--- config.mk ---
export PLATFORM = sky130hd
export DESIGN_NAME = spi_word_assembler
export DESIGN_NICKNAME = d
export VERILOG_FILES = /design/src/rtl/spi_word_assembler.sv
export SDC_FILE = /design/constraint.sdc
export NUM_CORES = 1
export LEC_CHECK = 0
export CAP_MARGIN = 5
export CORE_MARGIN = 5
export CORE_UTILIZATION = 54
export DETAILED_ROUTE_END_ITERATION = 12
export HOLD_SLACK_MARGIN = 0.03
export PLACE_DENSITY = 0.86
export SYNTH_ARGS = -nofsm -noshare
export SYNTH_HDL_FRONTEND = slang
export SYNTH_SLANG_ARGS = --single-unit
--- constraint.sdc ---
create_clock -name clk_in -period 2.25 [get_ports clk_in]
set_input_delay 0.45 -clock clk_in [delete_from_list [all_inputs] [get_ports clk_in]]
set_output_delay 0.45 -clock clk_in [all_outputs]
set_load 0.01 [all_outputs]
--- src/rtl/spi_word_assembler.sv ---
// spi_word_assembler: packs the 1-bit FIFO read stream into WORD_W-bit words.
// The gated read clock (ser_clk) and its data bit are brought into clk_in
// through a 2-flop synchroniser, and a third flop detects rising edges.
// Bits are shifted in MSB-first. A finished word goes into a 2-entry output
// buffer that drives a valid/ready interface.
// A word that stalls mid-way for GAP_CYC cycles is dropped and flagged on
// frame_err. A finished word that finds the buffer full is dropped and
// flagged on ovf.
// Optional feature: define PARITY_CHECK_EN to expect an even-parity bit after
// each word. A word with bad parity is dropped as a frame error.
//
// state  | meaning
// IDLE   | waiting for the first bit of a word
// SHIFT  | mid-word; collecting bits and timing the gap between rises
module spi_word_assembler #(
  parameter int WORD_W  = 16,
  parameter int GAP_CYC = 64,
  parameter int CNT_W   = 16
) (
  input  logic              clk_in,
  input  logic              rst,
  input  logic              ser_clk,
  input  logic              ser_bit,
  output logic [WORD_W-1:0] word_data,
  output logic              word_valid,
  input  logic              word_ready,
  output logic              frame_err,
  output logic              ovf,
  output logic [CNT_W-1:0]  drop_cnt,
  output logic [CNT_W-1:0]  ovf_cnt
);

`ifdef PARITY_CHECK_EN
  // The shift register holds every data bit. The parity bit is checked but never stored.
  localparam int SR_W     = WORD_W;
  localparam int LAST_IDX = WORD_W;
`else
  // The last data bit goes straight into the pushed word, so one less stored bit is needed.
  localparam int SR_W     = WORD_W - 1;
  localparam int LAST_IDX = WORD_W - 1;
`endif
  localparam int BC_W  = $clog2(WORD_W + 2);
  localparam int GAP_W = (GAP_CYC > 2) ? $clog2(GAP_CYC) : 1;
  localparam logic [BC_W-1:0]  BC_LAST  = BC_W'(LAST_IDX);
  localparam logic [GAP_W-1:0] GAP_LAST = GAP_W'(GAP_CYC - 1);

  typedef enum logic [0:0] {ST_IDLE, ST_SHIFT} state_t;

  state_t             r_state, w_state_nxt;
  logic               r_clk_s1, r_clk_s2, r_clk_s3;
  logic               r_bit_s1, r_bit_s2;
  logic [SR_W-1:0]    r_shreg, w_shreg_nxt;
  logic [BC_W-1:0]    r_bit_cnt, w_bit_cnt_nxt;
  logic [GAP_W-1:0]   r_gap_cnt, w_gap_nxt;
  logic [SR_W:0]      w_shift_full;
  logic               w_rise;
  logic               w_push;
  logic [WORD_W-1:0]  w_push_data;
  logic               w_drop;
  logic               w_pop;
  logic               w_ovf;
  logic [WORD_W-1:0]  r_head, r_tail;
  logic               r_head_vld, r_tail_vld;
  logic               r_frame_err, r_ovf;
  logic [CNT_W-1:0]   r_drop_cnt, r_ovf_cnt;

  assign w_rise       = r_clk_s2 & ~r_clk_s3;
  assign w_shift_full = {r_shreg, r_bit_s2};
  assign w_pop        = r_head_vld & word_ready;
  assign w_ovf        = w_push & ~w_pop & r_tail_vld;

  // Synchronise ser_clk and ser_bit through the same depth so that the bit lines up with the detected rise.
  always_ff @(posedge clk_in) begin
    if (rst) begin
      r_clk_s1 <= 1'b0;
      r_clk_s2 <= 1'b0;
      r_clk_s3 <= 1'b0;
      r_bit_s1 <= 1'b0;
      r_bit_s2 <= 1'b0;
    end else begin
      r_clk_s1 <= ser_clk;
      r_clk_s2 <= r_clk_s1;
      r_clk_s3 <= r_clk_s2;
      r_bit_s1 <= ser_bit;
      r_bit_s2 <= r_bit_s1;
    end
  end

  // State, shift register, bit counter and gap timer.
  always_ff @(posedge clk_in) begin
    if (rst) begin
      r_state   <= ST_IDLE;
      r_shreg   <= '0;
      r_bit_cnt <= '0;
      r_gap_cnt <= '0;
    end else begin
      r_state   <= w_state_nxt;
      r_shreg   <= w_shreg_nxt;
      r_bit_cnt <= w_bit_cnt_nxt;
      r_gap_cnt <= w_gap_nxt;
    end
  end

  // Next state: word assembly, completion, and gap timeout.
  always_comb begin
    w_state_nxt   = r_state;
    w_shreg_nxt   = r_shreg;
    w_bit_cnt_nxt = r_bit_cnt;
    w_gap_nxt     = r_gap_cnt;
    w_push        = 1'b0;
    w_push_data   = '0;
    w_drop        = 1'b0;
    case (r_state)
      ST_IDLE: begin
        w_bit_cnt_nxt = '0;
        w_gap_nxt     = '0;
        if (w_rise) begin
          w_shreg_nxt   = {{(SR_W-1){1'b0}}, r_bit_s2};
          w_bit_cnt_nxt = BC_W'(1);
          w_state_nxt   = ST_SHIFT;
        end
      end
      ST_SHIFT: begin
        if (w_rise) begin
          w_gap_nxt     = '0;
          w_bit_cnt_nxt = r_bit_cnt + 1'b1;
          w_shreg_nxt   = w_shift_full[SR_W-1:0];
          if (r_bit_cnt == BC_LAST) begin
            w_state_nxt   = ST_IDLE;
            w_bit_cnt_nxt = '0;
`ifdef PARITY_CHECK_EN
            w_shreg_nxt = r_shreg;
            w_push_data = r_shreg;
            if (^w_shift_full) w_drop = 1'b1;
            else               w_push = 1'b1;
`else
            w_push_data = w_shift_full;
            w_push      = 1'b1;
`endif
          end
        end else if (r_gap_cnt == GAP_LAST) begin
          w_drop        = 1'b1;
          w_state_nxt   = ST_IDLE;
          w_bit_cnt_nxt = '0;
          w_gap_nxt     = '0;
        end else begin
          w_gap_nxt = r_gap_cnt + 1'b1;
        end
      end
      default: w_state_nxt = ST_IDLE;
    endcase
  end

  // 2-entry output buffer. A pop frees a slot in the same cycle, so a push to a full buffer during a pop is kept.
  always_ff @(posedge clk_in) begin
    if (rst) begin
      r_head     <= '0;
      r_tail     <= '0;
      r_head_vld <= 1'b0;
      r_tail_vld <= 1'b0;
    end else if (w_pop) begin
      if (r_tail_vld) begin
        r_head <= r_tail;
        if (w_push) r_tail     <= w_push_data;
        else        r_tail_vld <= 1'b0;
      end else if (w_push) begin
        r_head <= w_push_data;
      end else begin
        r_head_vld <= 1'b0;
      end
    end else if (w_push) begin
      if (!r_head_vld) begin
        r_head     <= w_push_data;
        r_head_vld <= 1'b1;
      end else if (!r_tail_vld) begin
        r_tail     <= w_push_data;
        r_tail_vld <= 1'b1;
      end
    end
  end

  // Error pulses and their saturating event counters.
  always_ff @(posedge clk_in) begin
    if (rst) begin
      r_frame_err <= 1'b0;
      r_ovf       <= 1'b0;
      r_drop_cnt  <= '0;
      r_ovf_cnt   <= '0;
    end else begin
      r_frame_err <= w_drop;
      r_ovf       <= w_ovf;
      if (w_drop && (r_drop_cnt != '1)) r_drop_cnt <= r_drop_cnt + 1'b1;
      if (w_ovf && (r_ovf_cnt != '1))   r_ovf_cnt  <= r_ovf_cnt + 1'b1;
    end
  end

  assign word_data  = r_head;
  assign word_valid = r_head_vld;
  assign frame_err  = r_frame_err;
  assign ovf        = r_ovf;
  assign drop_cnt   = r_drop_cnt;
  assign ovf_cnt    = r_ovf_cnt;

endmodule

Word-level counts from Yosys, hierarchy flattened
Index checks and enable logic that the tools add are counted.
{"block": "totals", "reg_bits": 100, "out_inout_bits": 51, "elab_cells": 95}
{"block": "classes", "add_sub_neg": 4, "n_eq_ne": 13, "n_mux": 44, "bitwise_logic": 7, "n_reduce_logical": 10}
{"cell": "two-way mux 16 bit", "count": 13}
{"cell": "adder 16 x 1 -> 16 bit, second input constant", "count": 2}
{"cell": "inequality test 16 bit, second input constant", "count": 2}
{"cell": "two-way mux 15 bit", "count": 2}
{"cell": "one-hot mux 15 bit (2 select lines)", "count": 1}
{"cell": "two-way mux 1 bit", "count": 20}
{"cell": "two-way mux 5 bit", "count": 3}
{"cell": "two-way mux 6 bit", "count": 2}
{"cell": "inequality test 2 bit, second input constant", "count": 6}
{"cell": "one-hot mux 6 bit (2 select lines)", "count": 1}
{"cell": "one-hot mux 5 bit (2 select lines)", "count": 1}
{"cell": "adder 6 x 1 -> 6 bit, second input constant", "count": 1}
{"cell": "== test 6 bit, second input constant", "count": 1}
{"cell": "AND reduction 3 bit", "count": 2}
{"cell": "nonzero test 2 bit", "count": 3}
{"cell": "adder 5 x 1 -> 5 bit, second input constant", "count": 1}
{"cell": "== test 5 x 4 -> 1 bit, second input constant", "count": 1}
{"cell": "AND reduction 5 bit", "count": 1}
{"cell": "bitwise AND 1 bit", "count": 4}
{"cell": "inequality test 2 x 1 -> 1 bit, second input constant", "count": 2}
{"cell": "AND reduction 2 bit", "count": 2}
{"cell": "inequality test 3 x 1 -> 1 bit, second input constant", "count": 1}
{"cell": "NOT 1 bit", "count": 3}
{"cell": "logical AND 1 bit", "count": 2}
{"cell": "one-hot mux 1 bit (2 select lines)", "count": 1}

Logic depth before layout (Yosys ltp)
Gate-level depths: netlist (run 1).
{"block": "logic_depth", "depth_word": 8, "mapped_depth": 8}

Least setup slack after synthesis (run 1)
No wires, ideal clock.
{"block": "synth_timing", "path_type": "reg2reg", "from": "register r_bit_cnt[0]", "to": "register r_ovf_cnt[13] (netlist: ovf_cnt[13])", "setup_ps": 70, "arrival_ps": 1801, "required_time_ps": 2180, "path_slack_ps": 379, "path_stages_with_launch": 8, "path_buffers": 1, "synth_period_minus_slack_ps": 1871, "cell_sequence": "dfxtp_1 -> ha_1 -> and4b_1 -> buf_2 -> nand4_4 -> or2_0 -> or4_1 -> a21oi_1"}
{"block": "synth_via", "elab_chain_cells": 7}
{"element": "start: declaration", "line_no": "53", "source": "logic [BC_W-1:0] r_bit_cnt, w_bit_cnt_nxt;"}
{"element": "start signal: assignment", "line_no": "99", "source": "r_bit_cnt <= w_bit_cnt_nxt;"}
{"element": "== test 5 x 4 -> 1 bit", "line_no": "128", "source": "if (r_bit_cnt == BC_LAST) begin"}
{"element": "two-way mux 1 bit", "line_no": "128"}
{"element": "two-way mux 1 bit", "line_no": "124", "source": "if (w_rise) begin"}
{"element": "two-way mux 1 bit", "line_no": "113", "source": "case (r_state)"}
{"element": "bitwise AND 1 bit (2 in a row)", "line_no": "70", "source": "assign w_ovf = w_push & ~w_pop & r_tail_vld;"}
{"element": "logical AND 1 bit", "line_no": "193", "source": "if (w_ovf && (r_ovf_cnt != '1)) r_ovf_cnt <= r_ovf_cnt + 1'b1;"}
{"element": "end signal: assignment", "line_no": "193"}
{"element": "end: declaration", "line_no": "65", "source": "logic [CNT_W-1:0] r_drop_cnt, r_ovf_cnt;"}
Every way passes these cells.
A chain may end at the register's enable or synchronous reset.

Worst setup path in the final report (run 1)
{"block": "layout_timing", "from": "register r_gap_cnt[0]", "to": "register r_drop_cnt[15] (netlist: drop_cnt[15])"}
{"block": "layout_via", "elab_chain_cells": 5}
{"element": "start: declaration", "line_no": "54", "source": "logic [GAP_W-1:0] r_gap_cnt, w_gap_nxt;"}
{"element": "start signal: assignment", "line_no": "100", "source": "r_gap_cnt <= w_gap_nxt;"}
{"element": "== test 6 bit", "line_no": "141", "source": "end else if (r_gap_cnt == GAP_LAST) begin"}
{"element": "two-way mux 1 bit", "line_no": "141"}
{"element": "two-way mux 1 bit", "line_no": "124"}
{"element": "two-way mux 1 bit", "line_no": "113"}
{"element": "logical AND 1 bit", "line_no": "192", "source": "if (w_drop && (r_drop_cnt != '1)) r_drop_cnt <= r_drop_cnt + 1'b1;"}
{"element": "end signal: assignment", "line_no": "192"}
{"element": "end: declaration", "line_no": "65"}
Every way passes these cells.

==> results of run 1 <==
power groups by stage:
stage	clock [mW]	sequential (mW)	combinational, mW
after CTS	1.02	1.78	0.0616
final	1.00	1.78	0.0613
after global routing	1.10	1.78	0.0676
after floorplan	0	1.82	0.0412
after global placement	0	1.82	0.0599
after detailed placement	0	1.82	0.0612
cells in the final DEF (no fill, tap or decap), types with 16 or more instances in the layout:
master / instances
sky130_fd_sc_hd__dfxtp_1: 100
sky130_fd_sc_hd__nor2_1: 80
sky130_fd_sc_hd__clkdlybuf4s50_1: 54
sky130_fd_sc_hd__nand2_1: 31
sky130_fd_sc_hd__nor3_1: 29
sky130_fd_sc_hd__a21oi_1: 28
sky130_fd_sc_hd__nand3_1: 24
sky130_fd_sc_hd__xnor2_1: 24
sky130_fd_sc_hd__a22oi_1: 18
sky130_fd_sc_hd__a221oi_1: 16
sky130_fd_sc_hd__buf_4: 16
per-layer routing:
layer / GRT usage / vias up / part of all wire / wire length, um
li1: - / 1801 / - / -
met1: 0.237 / 1703 / 0.43 / 3910
met2: 0.328 / 83 / 0.51 / 4650
met3: 0.0294 / 13 / 0.050 / 457
met4: 0.0863 / 0 / 0.014 / 129
met5: 0 / - / 0 / 0
worst max-delay path, stage by stage, from the launching register on:
cell,delay (ns)
sky130_fd_sc_hd__dfxtp_1,0.37
sky130_fd_sc_hd__ha_1,0.19
sky130_fd_sc_hd__and3_1,0.24
sky130_fd_sc_hd__nand4_1,0.20
sky130_fd_sc_hd__or3_4,0.44
sky130_fd_sc_hd__or4_1,0.49
sky130_fd_sc_hd__a21oi_1,0.14
cells in the mapped netlist (all sizes together), types with 2 or more instances:
| library cell | count | share of area |
|---|---|---|
| a211oi | 2 | 0.0036 |
| a21oi | 28 | 0.034 |
| a221oi | 16 | 0.034 |
| a22oi | 18 | 0.033 |
| and2 | 3 | 0.0045 |
| and3 | 4 | 0.0061 |
| and4 | 3 | 0.0070 |
| buf | 7 | 0.010 |
| clkbuf | 20 | 0.018 |
| dfxtp | 100 | 0.48 |
| ha | 5 | 0.015 |
| inv | 5 | 0.0045 |
| mux2i | 2 | 0.0048 |
| nand2 | 31 | 0.028 |
| nand3 | 24 | 0.029 |
| nand3b | 2 | 0.0036 |
| nand4 | 11 | 0.020 |
| nor2 | 81 | 0.074 |
| nor2b | 6 | 0.0091 |
| nor3 | 30 | 0.039 |
| nor3b | 4 | 0.0073 |
| nor4 | 11 | 0.020 |
| o21a | 2 | 0.0036 |
| o21ai | 11 | 0.013 |
| o31ai | 2 | 0.0036 |
| or2 | 2 | 0.0030 |
| or3 | 7 | 0.011 |
| or4 | 2 | 0.0036 |
| xnor2 | 24 | 0.051 |
path summary, 6_finish.rpt:
kind,from,to,slack [ns],cells past startpoint
setup / recovery,r_gap_cnt[0],drop_cnt[15],0.13,6
hold reg to reg,r_bit_s1,r_bit_s2,0.46,1
hold / removal,r_bit_s1,r_bit_s2,0.46,1
setup reg to reg,r_gap_cnt[0],drop_cnt[15],0.13,6
cell type report:
cell class	count	area, um^2
fill	673	2580
multi-input combinational	341	2010
sequential	100	2000
timing repair buffer	73	706
clock buffer	11	131
tap	102	128
clock inverter	5	36.3
inverter	5	18.8
kinds of logic after synthesis:
logic type	after synthesis	share of synthesized area
flip-flops	100	0.484
XOR/XNOR	25	0.0530
AO/OA/AOI/OAI	84	0.137
AND/OR/NAND/NOR	225	0.274
multiplexers	2	0.00484
adder cells (fa/ha/maj)	5	0.0151
buffers and inverters	32	0.0327
flip-flops by register name, indices dropped and copies added, names as in the netlist, 5 cells and up:
register	flops
r_bit_cnt	5
drop_cnt	16
r_gap_cnt	6
word_data	16
r_tail	16
r_shreg	15
ovf_cnt	16
what timing repair did:
action,in CTS,in global routing
buffers inserted,0,0
setup endpoints to repair,0,20
resized for setup,0,2
through the flow:
stage | hold slack (ns) | total power, mW | cell area (um^2) | TNS, ns | worst slack (ns)
floorplan | 0.414 | 1.86 | 4140 | 0 | 0.379
global placement | 0.425 | 1.88 | 4850 | -2.19 | -0.158
detailed placement | 0.439 | 1.88 | 4850 | -3.61 | -0.246
CTS | 0.458 | 2.86 | 5020 | 0 | 0.00197
global route | 0.469 | 2.95 | 5030 | 0 | 0.0523
finish | 0.457 | 2.84 | 5030 | 0 | 0.132
==> impl_results.md, run 1 <==
- CP startpoint kind: register
- Vias per inst: around 5.7
- Unrepaired setup endpoints after global routing: no
- Critical path data required time: 2.56 ns
- Final net count: 540
- Die H: 97.5 um
- Total overflow reported by the global router: 0
- Number of pins with negative max-slew slack in the final report: 0
- Number of max-cap violations: 0
- Total global-route track usage: 0.192
- Number of buffers inserted during clock tree synthesis: 9
- Share of power burned in combinational logic: 0.022
- Category of the most critical setup path: register to register
- Yosys warnings: 0
- Final cell count without fillers: 637
- N_diodes: 0
- CTS H-tree depth: 3
- Fraction of power spent switching nets: 0.226
- Residual DRC: 0
- Worst Clk Skew: 0.0145 ns
- Fraction of registers with async set/reset: 0
- Clock transition at the registers of the reported paths: 0.10 ns
- Final min period: 2.12 ns
- Number of vias in the routed layout: 3600
- Reported net switching power: 642 uW
- Maximum number of pins on one net before global-route repair: 52
- 1st-iter DRT viols: 117
- Number of antenna-violating nets in the routed design: 0
- Internal power: 2.20 mW
- Overall die area: 9510 um^2
- Total of buffers placed on input and output ports: 55
- Site row count: 32
- Number of synthesized flops with an enable pin: 0
- Part of the total power dissipated in the clock network: 0.353
- Peak Freq: 472 MHz
- Power share of the sequential group: 0.626
- Via count of the first global-routing pass: 3376
- Area of the mapped netlist: 4140 um^2
- Endpoint class of the critical path: register
- Initial antenna violation count: 0
- I/O pin cnt: 56
- Hold violation count in the final report: 0
- Post-synth cell types: between 40 and 50
- Final HPWL from detailed placement: 6.37 mm
- Worst skew pair latency: 0.37 ns
- Gp weighted congestion: 0.851
- Buffer levels on the longest clock path: 2
- Syn Inst Count: 473
- CTS tree: done
- First-pass GRT wire length: 15.4 mm
- Class of the tightest hold or removal check: register to register
- Die X-Extent: 97.5 um
- Setup-failing EPs final: 0
- Cell at the root of the clock tree: sky130_fd_sc_hd__clkbuf_8
- Worst slew margin relative to its limit: 0.572
- Wire length per cell: 14.4 um
- Final core utilization: 0.661
- Fraction of final layout cells sized beyond drive strength 1: 0.0785
- Power per standard cell area: 566 nW/um^2
- Routed wire length: 9.15 mm
- Result of the run: finished clean
- Maximum fanout count along the critical path: 11
- Total placed cells including tap cells: 621
- Slew of the pin with the lowest slew margin: 0.641 ns
- Mean instance size in the synthesized netlist: 8.74 um^2
- Leading register cell type out of synthesis: sky130_fd_sc_hd__dfxtp_1
- Floorplan core area: 7610 um^2
- Static Leakage: 1.68 nW
- Period Utilization, post-route: 0.941
- Syn nets: 483
- Sequential share of the synthesized area: 0.484
- Number of optimization iterations in the first detailed-route pass: 4
- Hold-fix buffers, CTS: 0
- Worst vdd ir: 0.292 mV
- FF+latch count, synth: 100
- # clock sinks: 100
- Synthesis-to-finish area growth: 21.6%
- Data arrival time of the critical path: 2.43 ns
- Initial core utilization: 0.544
Note: power is estimated with default switching activity, not from simulation.
==> run 2, diff against run 1 <==
--- a/config.mk
+++ b/config.mk
@@ -5,12 +5,15 @@
 export SDC_FILE = /design/constraint.sdc
 export NUM_CORES = 1
 export LEC_CHECK = 0
+export ABC_CLOCK_PERIOD_IN_PS = 2250
 export CAP_MARGIN = 5
 export CORE_MARGIN = 5
 export CORE_UTILIZATION = 54
 export DETAILED_ROUTE_END_ITERATION = 12
 export HOLD_SLACK_MARGIN = 0.03
 export PLACE_DENSITY = 0.86
+export RECOVER_POWER = 100
+export SKIP_CTS_REPAIR_TIMING = 1
 export SYNTH_ARGS = -nofsm -noshare
 export SYNTH_HDL_FRONTEND = slang
 export SYNTH_SLANG_ARGS = --single-unit
==> run 2 against run 1 <==
Critical path depth stayed put. Global-route usage stayed put. Sequential cell count stayed put. Worst setup slack better by 0.0039 ns. Fmax is 0.19% higher. Utilization is 0.26 points lower. Register-to-register slack hardly changed. Clock-buffer cell count stayed put. Critical endpoint unchanged. Largest cell class unchanged. Largest power group unchanged. Highest routed layer unchanged.
==> impl_results.md, run 2 (same netlist as run 1, synthesis figures left out) <==
- Floorplan core area: 7610 um^2
- Final net count: 540
- Vias per inst: 5.67
- First-pass GRT wire length: 15.4 mm
- Unrepaired setup endpoints after global routing: no
- # clock sinks: 100
- I/O pin cnt: 56
- Maximum fanout count along the critical path: 11
- Number of antenna-violating nets in the routed design: 0
- Most common cell after layout, fill and taps aside: sky130_fd_sc_hd__dfxtp_1
- Number of optimization iterations in the first detailed-route pass: 5
- Category of the most critical setup path: register to register
- Total overflow reported by the global router: 0
- Initial core utilization: 0.544
- Setup-failing EPs final: 0
- Period Utilization, post-route: 0.940
- Worst path setup slack after routing: between 0.1 and 0.15 ns
- Buffer levels on the longest clock path: 2
- Data arrival time of the critical path: 2.42 ns
- Filler cell count: 680
- Class of the tightest hold or removal check: register to register
- Static Leakage: 1.85 nW
- Routed wire length: 9.16 mm
- Hold violation count in the final report: 0
- Final-layout worst hold slack: ~0.46 ns
- Via count of the first global-routing pass: around 3.4k
- Residual DRC: 0
- Worst slew margin relative to its limit: 0.226
- CP startpoint kind: register
- Final min period: approximately 2.1 ns
- Slew of the pin with the lowest slew margin: 1.16 ns
- Die H: ~98 um
- Cell at the root of the clock tree: sky130_fd_sc_hd__clkbuf_8
- CTS tree: done
- Number of vias in the routed layout: 3613
- Number of max-cap violations: 0
- Maximum number of pins on one net before global-route repair: 52
- CTS H-tree depth: 3
- Worst skew pair latency: 0.37 ns
- Gp weighted congestion: 0.851
- Worst vdd ir: between 0.2 and 0.3 mV
- Critical path data required time: 2.56 ns
- Post-placement worst setup slack: -0.246 ns
- Result of the run: finished clean
- Commonest cells after routing, fill and taps aside: 100 x sky130_fd_sc_hd__dfxtp_1, 80 x sky130_fd_sc_hd__nor2_1, 51 x sky130_fd_sc_hd__dlygate4sd3_1, 31 x sky130_fd_sc_hd__nand2_1, 29 x sky130_fd_sc_hd__nor3_1
- Wire length per cell: 14.4 um
- Final total negative setup slack: 0 ns
- Final HPWL from detailed placement: 6.37 mm
- Number of pins with negative max-slew slack in the final report: 0
- Die X-Extent: 97.5 um
- Endpoint class of the critical path: register
- Power per standard cell area: 567 nW/um^2
- Worst Clk Skew: 0.0162 ns
- Peak Freq: 473 MHz
- Total of buffers placed on input and output ports: 55
- N_diodes: 0
- Site row count: 32
- Total global-route track usage: 0.192
- Clock transition at the registers of the reported paths: 0.10 ns
- Fraction of final layout cells sized beyond drive strength 1: 0.0710
- 1st-iter DRT viols: 139
- Overall die area: 9510 um^2
- Synthesis-to-finish area growth: 21.1%
- Initial antenna violation count: 0
- Number of buffers inserted during clock tree synthesis: 9
## run 2: cell types whose count changed in the layout (fill, tap and decap cells not counted)
cell / delta
sky130_fd_sc_hd__clkbuf_1: +4
sky130_fd_sc_hd__o21ai_1: -1
sky130_fd_sc_hd__buf_4: -6
sky130_fd_sc_hd__o21ai_0: +1
sky130_fd_sc_hd__clkdlybuf4s50_1: -51
sky130_fd_sc_hd__dlygate4sd3_1: +51
sky130_fd_sc_hd__buf_2: -1
sky130_fd_sc_hd__clkbuf_2: +3
## run 2: metrics by stage
stage               area [um^2]  utilization  power (mW)  std cells
floorplan                  4140            -        1.86        473
finish                     5010        0.658        2.84        637
detailed placement         4850        0.638        1.88        621
CTS                        5020        0.660        2.86        637
global route               5010        0.658        2.95        637
global placement           4850        0.638        1.88        621
## run 2: layout make-up
type / count / area (um^2) / share of cell area
multi-input cells: 341 / 2010 / 0.401
flip-flops and latches: 100 / 2000 / 0.400
repair buffers: 73 / 686 / 0.137
clock buffers: 11 / 131 / 0.0262
well taps: 102 / 128 / 0.0255
clock inverters: 5 / 36.3 / 0.00725
inverters: 5 / 18.8 / 0.00375
## run 2: critical path, cell delays in order, from the launching register on
cell and delay, ns:
sky130_fd_sc_hd__dfxtp_1 0.37, sky130_fd_sc_hd__ha_1 0.19, sky130_fd_sc_hd__and3_1 0.24, sky130_fd_sc_hd__nand4_1 0.20
sky130_fd_sc_hd__or3_4 0.44, sky130_fd_sc_hd__or4_1 0.49, sky130_fd_sc_hd__a21oi_1 0.14
## run 2: report_power, final
| group | total, mW | switching (mW) | internal [mW] |
|---|---|---|---|
| sequential | 1.78 | 0.00489 | 1.77 |
| combinational | 0.0608 | 0.0420 | 0.0188 |
| clock | 1.00 | 0.593 | 0.407 |
| total | 2.84 | 0.640 | 2.20 |
## run 2: final timing paths
path	slack, ns	depth (start not counted)	endpoint	from
max	0.14	6	drop_cnt[15]	r_gap_cnt[0]
min	0.46	1	r_bit_s2	r_bit_s1
max reg2reg	0.14	6	drop_cnt[15]	r_gap_cnt[0]
min reg2reg	0.46	1	r_bit_s2	r_bit_s1
## run 2: per-layer routing
layer  vias up  track usage  routed length [um]
met3        12       0.0294                 396
li1       1803            -                   -
met1      1714        0.237                4010
met5         -            0                   0
met4         0       0.0863                 153
met2        84        0.328                4590
